--- src/rtl/hwag_pkg.sv ---
// Shared definitions for the hwag angle-generator front end: the blanking
// FSM state type and default widths for the VR input conditioner.
package hwag_pkg;

  typedef enum logic {
    ARMED = 1'b0,
    BLANK = 1'b1
  } vr_blank_state_t;

  localparam int HWAG_VR_FILT_W  = 16;
  localparam int HWAG_VR_BLANK_W = 16;
  localparam int HWAG_VR_REJ_W   = 8;

endpackage

--- src/rtl/hwag_sync2.sv ---
// Generic two-flop synchroniser for an asynchronous single-bit input.
// Used for the crank VR pin and reusable for the cam input.
module hwag_sync2 (
  input  logic clk,
  input  logic rst,
  input  logic d,
  output logic q
);

  logic meta;

  // Two-stage capture; both stages clear on synchronous reset.
  always_ff @(posedge clk) begin
    if (rst) begin
      meta <= 1'b0;
      q    <= 1'b0;
    end else begin
      meta <= d;
      q    <= meta;
    end
  end

endmodule

--- src/rtl/hwag_vr_filter.sv ---
// VR input conditioner: synchronises the raw comparator pin, removes short
// glitches with a hysteresis integrator, and suppresses spurious teeth with a
// post-edge blanking window. Emits a filtered level, a one-cycle strobe on the
// accepted active edge, and a diagnostic count of edges dropped by blanking.
// Build option: HWAG_VR_FILTER_REJ_CNT_EN enables the rejected-edge counter;
// without it rej_cnt reads 0 and rej_clr is ignored.
module hwag_vr_filter
  import hwag_pkg::*;
#(
  parameter int FILT_W  = HWAG_VR_FILT_W,
  parameter int BLANK_W = HWAG_VR_BLANK_W,
  parameter int REJ_W   = HWAG_VR_REJ_W
) (
  input  logic               clk,
  input  logic               rst,
  input  logic               en,
  input  logic               vr_in,
  input  logic               edge_pol,
  input  logic [FILT_W-1:0]  filt_top,
  input  logic [BLANK_W-1:0] blank_top,
  input  logic               rej_clr,
  output logic               vr_out,
  output logic               vr_edge,
  output logic               blanking,
  output logic [REJ_W-1:0]   rej_cnt
);

  localparam logic [FILT_W-1:0]  FILT_ONE  = FILT_W'(1);
  localparam logic [BLANK_W-1:0] BLANK_ONE = BLANK_W'(1);

  logic                 vr_s;
  logic [FILT_W-1:0]    icnt;
  logic [FILT_W-1:0]    icnt_nxt;
  logic [FILT_W-1:0]    eff_top;
  logic                 vr_out_nxt;
  logic                 act;
  logic                 rej_inc;
  logic [BLANK_W-1:0]   bcnt;
  vr_blank_state_t      state;

  hwag_sync2 u_sync (
    .clk (clk),
    .rst (rst),
    .d   (vr_in),
    .q   (vr_s)
  );

  // Integrator next state and hysteresis decision; a threshold lowered below
  // the running count snaps the count to the new rail without moving vr_out.
  always_comb begin
    eff_top    = (filt_top == '0) ? FILT_ONE : filt_top;
    icnt_nxt   = icnt;
    vr_out_nxt = vr_out;
    if (icnt > eff_top) begin
      icnt_nxt = eff_top;
    end else begin
      if (vr_s && (icnt < eff_top)) begin
        icnt_nxt = icnt + FILT_ONE;
      end else if (!vr_s && (icnt != '0)) begin
        icnt_nxt = icnt - FILT_ONE;
      end
      if ((icnt_nxt == eff_top) && (icnt != eff_top)) begin
        vr_out_nxt = 1'b1;
      end else if ((icnt_nxt == '0) && (icnt != '0)) begin
        vr_out_nxt = 1'b0;
      end
    end
    act     = en && (vr_out_nxt != vr_out) && (vr_out_nxt == edge_pol);
    rej_inc = act && (state == BLANK);
  end

  // Integrator and filtered level; disable parks both at zero.
  always_ff @(posedge clk) begin
    if (rst || !en) begin
      icnt   <= '0;
      vr_out <= 1'b0;
    end else begin
      icnt   <= icnt_nxt;
      vr_out <= vr_out_nxt;
    end
  end

  // Blanking FSM: strobe accepted edges, then hold off for blank_top clocks.
  always_ff @(posedge clk) begin
    if (rst || !en) begin
      state   <= ARMED;
      bcnt    <= '0;
      vr_edge <= 1'b0;
    end else begin
      vr_edge <= 1'b0;
      case (state)
        ARMED: begin
          if (act) begin
            vr_edge <= 1'b1;
            if (blank_top != '0) begin
              bcnt  <= blank_top;
              state <= BLANK;
            end
          end
        end
        BLANK: begin
          if (bcnt <= BLANK_ONE) begin
            bcnt  <= '0;
            state <= ARMED;
          end else begin
            bcnt <= bcnt - BLANK_ONE;
          end
        end
        default: begin
          bcnt  <= '0;
          state <= ARMED;
        end
      endcase
    end
  end

  assign blanking = (state == BLANK);

`ifdef HWAG_VR_FILTER_REJ_CNT_EN
  localparam logic [REJ_W-1:0] REJ_MAX = '1;
  localparam logic [REJ_W-1:0] REJ_ONE = REJ_W'(1);

  // Saturating reject counter; a clear wins over a same-cycle reject.
  always_ff @(posedge clk) begin
    if (rst || rej_clr) begin
      rej_cnt <= '0;
    end else if (rej_inc && (rej_cnt != REJ_MAX)) begin
      rej_cnt <= rej_cnt + REJ_ONE;
    end
  end
`else
  logic unused_rej;
  assign unused_rej = rej_clr ^ rej_inc;
  assign rej_cnt    = '0;
`endif

endmodule

--- config.mk ---
export PLATFORM = sky130hd
export DESIGN_NAME = hwag_vr_filter
export DESIGN_NICKNAME = d
export VERILOG_FILES = /design/src/rtl/hwag_pkg.sv /design/src/rtl/hwag_sync2.sv /design/src/rtl/hwag_vr_filter.sv
export SDC_FILE = /design/constraint.sdc
export NUM_CORES = 1
export LEC_CHECK = 0
export CAP_MARGIN = 10
export CORE_ASPECT_RATIO = 1.1
export CORE_MARGIN = 3
export CORE_UTILIZATION = 40
export DETAILED_ROUTE_END_ITERATION = 16
export PLACE_DENSITY = 0.64
export SKIP_LAST_GASP = 1
export SLEW_MARGIN = 20
export SYNTH_ARGS = -nofsm -noshare
export SYNTH_HDL_FRONTEND = slang
export SYNTH_SLANG_ARGS = --single-unit
export TNS_END_PERCENT = 100
--- constraint.sdc ---
create_clock -name clk -period 5.6 [get_ports clk]
set_clock_uncertainty 0.05 [all_clocks]
set_input_delay 1.4 -clock clk [delete_from_list [all_inputs] [get_ports clk]]
set_output_delay 1.4 -clock clk [all_outputs]
set_load 0.005 [all_outputs]
==> results.toml <==
[global_routing]
grt_max_degree = 36
grt_pass1_wl_mm = 34.1
grt_pass1_vias = 6130
grt_use_total_pct = 32.3
antenna_found_initial = 0
grt-ovfl-total = 0

[floorplanning]
row_count = 41
start_util_pct = 41.6
die_area_mm2 = 0.0135
io_pins = 49
die_x_um = 111
die_h_um = 122
core_area_mm2 = 0.0117

[route]
ant_nets = 0
drc = 0
wl_per_cell_um = 23.2
vias_per_cell = 6.61
drt-total-wl_mm = 22.3
drtIter0Drc = 742
drt_first_pass_iters = 6
via_count = 6351

[clocking]
clk_path_buf_depth = 2
clkSinkCount = 37
numCtsBuffers = 5
clk_latency_ps = 310
ctsHoldBuffers = 0
ctsHtreeMaxLevel = 2
root_buffer = "clkbuf_16"
cts_tree = "done"
cts.clk_slew.worst_paths_ps = 60

[sta]
fmax_mhz = 184
min_period_over_period_pct = 97.2
period_needed_ps = 5450
final_hold_viol_count = 0
rsz0062_at_grt = "no"
slew_headroom_pct = 19.0
setup-tns-final_ps = 0
timing.hold.ws_ps = 402
maxSlewViolCount = 0
max_slew.worst_pin.slew_ps = 1200
setup_viol = 0

[power]
ir_drop_v = 0.000268
power.density_mw_per_mm2 = 517
power_leakage_nw = 2.54
total_power_mw = 3.26

[setup_path]
cp_slowest_cell = "or4_4"
cp-start-kind = "primary input"
path_class = "primary input to flip-flop"
endpoint_kind = "flip-flop"
r2r-start = "icnt[0]"
reg2reg_depth = 12
cp_cell_sequence = "clkdlybuf4s50_1 > nor4_1 > buf_4 > a41oi_2 > inv_1 > ha_1 > nand2b_1 > a21oi_2 > o21a_1 > buf_4 > nor3_2 > nand4_1 > or4_1 > or4_4 > or3_4 > nand4_1 > a31oi_1"
startpoint = "filt_top[8]"
worstPathMaxFanout = 10
cp_data_required_time_ps = 5690
ff2ff_setup_slack_ps = 770
worst_ep_arrival_time_ps = 5540
slowest_delay_ps = 580

[job]
max_cap_violations = 0

[place]
dp_hpwl_mm = 17.4
gp_congestion = 1.04
portBuffers = 39

[synthesis]
synthArstFlopShare_pct = 0
synth_area_mm2 = 0.00487
syn-instance-count = 705
synth_cell_types = 80
yosysTopAreaCell = "dfxtp_1"
synthTopCellsByCount = "nand2_1 (90), nor2_1 (57), nand4_1 (39)"
synth-edff-count = 0
ys_warn_count = 0
syn-mean-instance-area_um2 = 6.91
synth_seq_cells = 37
synthFlopType = "dfxtp_1"
synth.most_common_cell = "nand2_1"
synth_area_leaders = "dfxtp_1 (15%), nand2_1 (6.9%), ha_1 (5.4%)"
synth_top_area_share_pct = 15.2
synth-seq-area-share_pct = 15.2

[status]
outcome = "finished, final reports clean"

[cells_and_area]
layout.nets = 869
postLayoutCoreUtil_pct = 53.9
syn2layout_area_growth_pct = 29.5
fill_cells = 1182
antenna_cells = 0
drive_gt1_share_pct = 19.0

[min_path]
hold_path_class = "flip-flop to flip-flop"
hold_start = "u_sync.meta"
whs_path_depth = 1
through the flow:
stage	setup slack, ps	cell area, µm²	instances
6_report	154	6310	961
4_1_cts	18.3	6240	960
5_1_grt	14.5	6310	961
2_1_floorplan	431	4900	712
3_5_place_dp	-633	6070	952
3_3_place_gp	-510	6070	952
layout make-up:
class / instances / area (µm²) / share of cell area (%)
clock buffers: 5 / 125 / 1.98
clock inverters: 3 / 17.5 / 0.278
inverters: 30 / 113 / 1.79
multi-input cells: 588 / 3870 / 61.4
flip-flops and latches: 37 / 741 / 11.7
well taps: 150 / 188 / 2.98
repair buffers: 148 / 1250 / 19.8
worst max-delay path: cells and delay by family:
kind | cells | cell delay (ps)
simple gates | 8 | 2490
fa+ha+maj | 1 | 130
buf+inv | 4 | 920
compound gates | 4 | 580
worst paths after layout:
| kind | end |
|---|---|
| setup / recovery | bcnt[2] |
| setup reg to reg | bcnt[2] |
| hold reg to reg | u_sync.q |
| hold / removal | u_sync.q |
power by group:
| part | internal (mW) | switching (mW) | leakage [nW] |
|---|---|---|---|
| registers | 0.303 | 0.106 | 0.300 |
| clock network | 0.164 | 0.139 | 0.0696 |
| logic | 1.08 | 1.46 | 2.17 |
| total | 1.55 | 1.71 | 2.54 |
flip-flops by register name (all words and copies together), names as in the netlist:
signal       flops
bcnt            16
icnt            16
blanking         1
u_sync.meta      1
u_sync.q         1
vr_edge          1
vr_out           1
metal layers:
metal  wire (µm)  vias to the layer above  global-route usage [%]
met5           0                        -                       0
met3        1660                      122                    5.86
met2       10400                      377                    54.8
met1        8390                     2974                    36.8
li1            -                     2878                       -
met4        1880                        0                    22.9
timing repair:
item | in CTS | in global routing
gates resized for setup | 4 | 13
setup endpoints to repair | 18 | 19
buffers inserted | 0 | 1
pin swaps | 1 | 0
cells in the final DEF, fill, tap and decap left out, types with 11 or more instances in the layout:
| cell | count |
|---|---|
| dfxtp_1 | 37 |
| clkdlybuf4s50_1 | 38 |
| nor3_1 | 19 |
| xnor2_1 | 20 |
| buf_4 | 106 |
| nor4_1 | 30 |
| a211oi_1 | 11 |
| inv_1 | 29 |
| xor2_1 | 15 |
| a21oi_1 | 33 |
| nand2_1 | 90 |
| a31oi_1 | 12 |
| nand4_1 | 39 |
| nand2b_1 | 12 |
| ha_1 | 21 |
| o21ai_0 | 13 |
| nor2_1 | 57 |
| nand3_1 | 25 |
| and3_1 | 12 |
cells by family (layout without fill, tap and decap cells):
logic type | count (synthesis) | count (layout) | share of synthesized area [%]
XOR/XNOR | 35 | 35 | 6.30
AND/OR/NAND/NOR | 347 | 347 | 38.2
other | 1 | 8 | 0.0770
adder cells (fa/ha/maj) | 21 | 21 | 5.40
buffers and inverters | 87 | 186 | 7.58
flip-flops | 37 | 37 | 15.2
AO/OA/AOI/OAI | 162 | 162 | 24.0
multiplexers | 15 | 15 | 3.26
(Power assumes the default switching activity.)
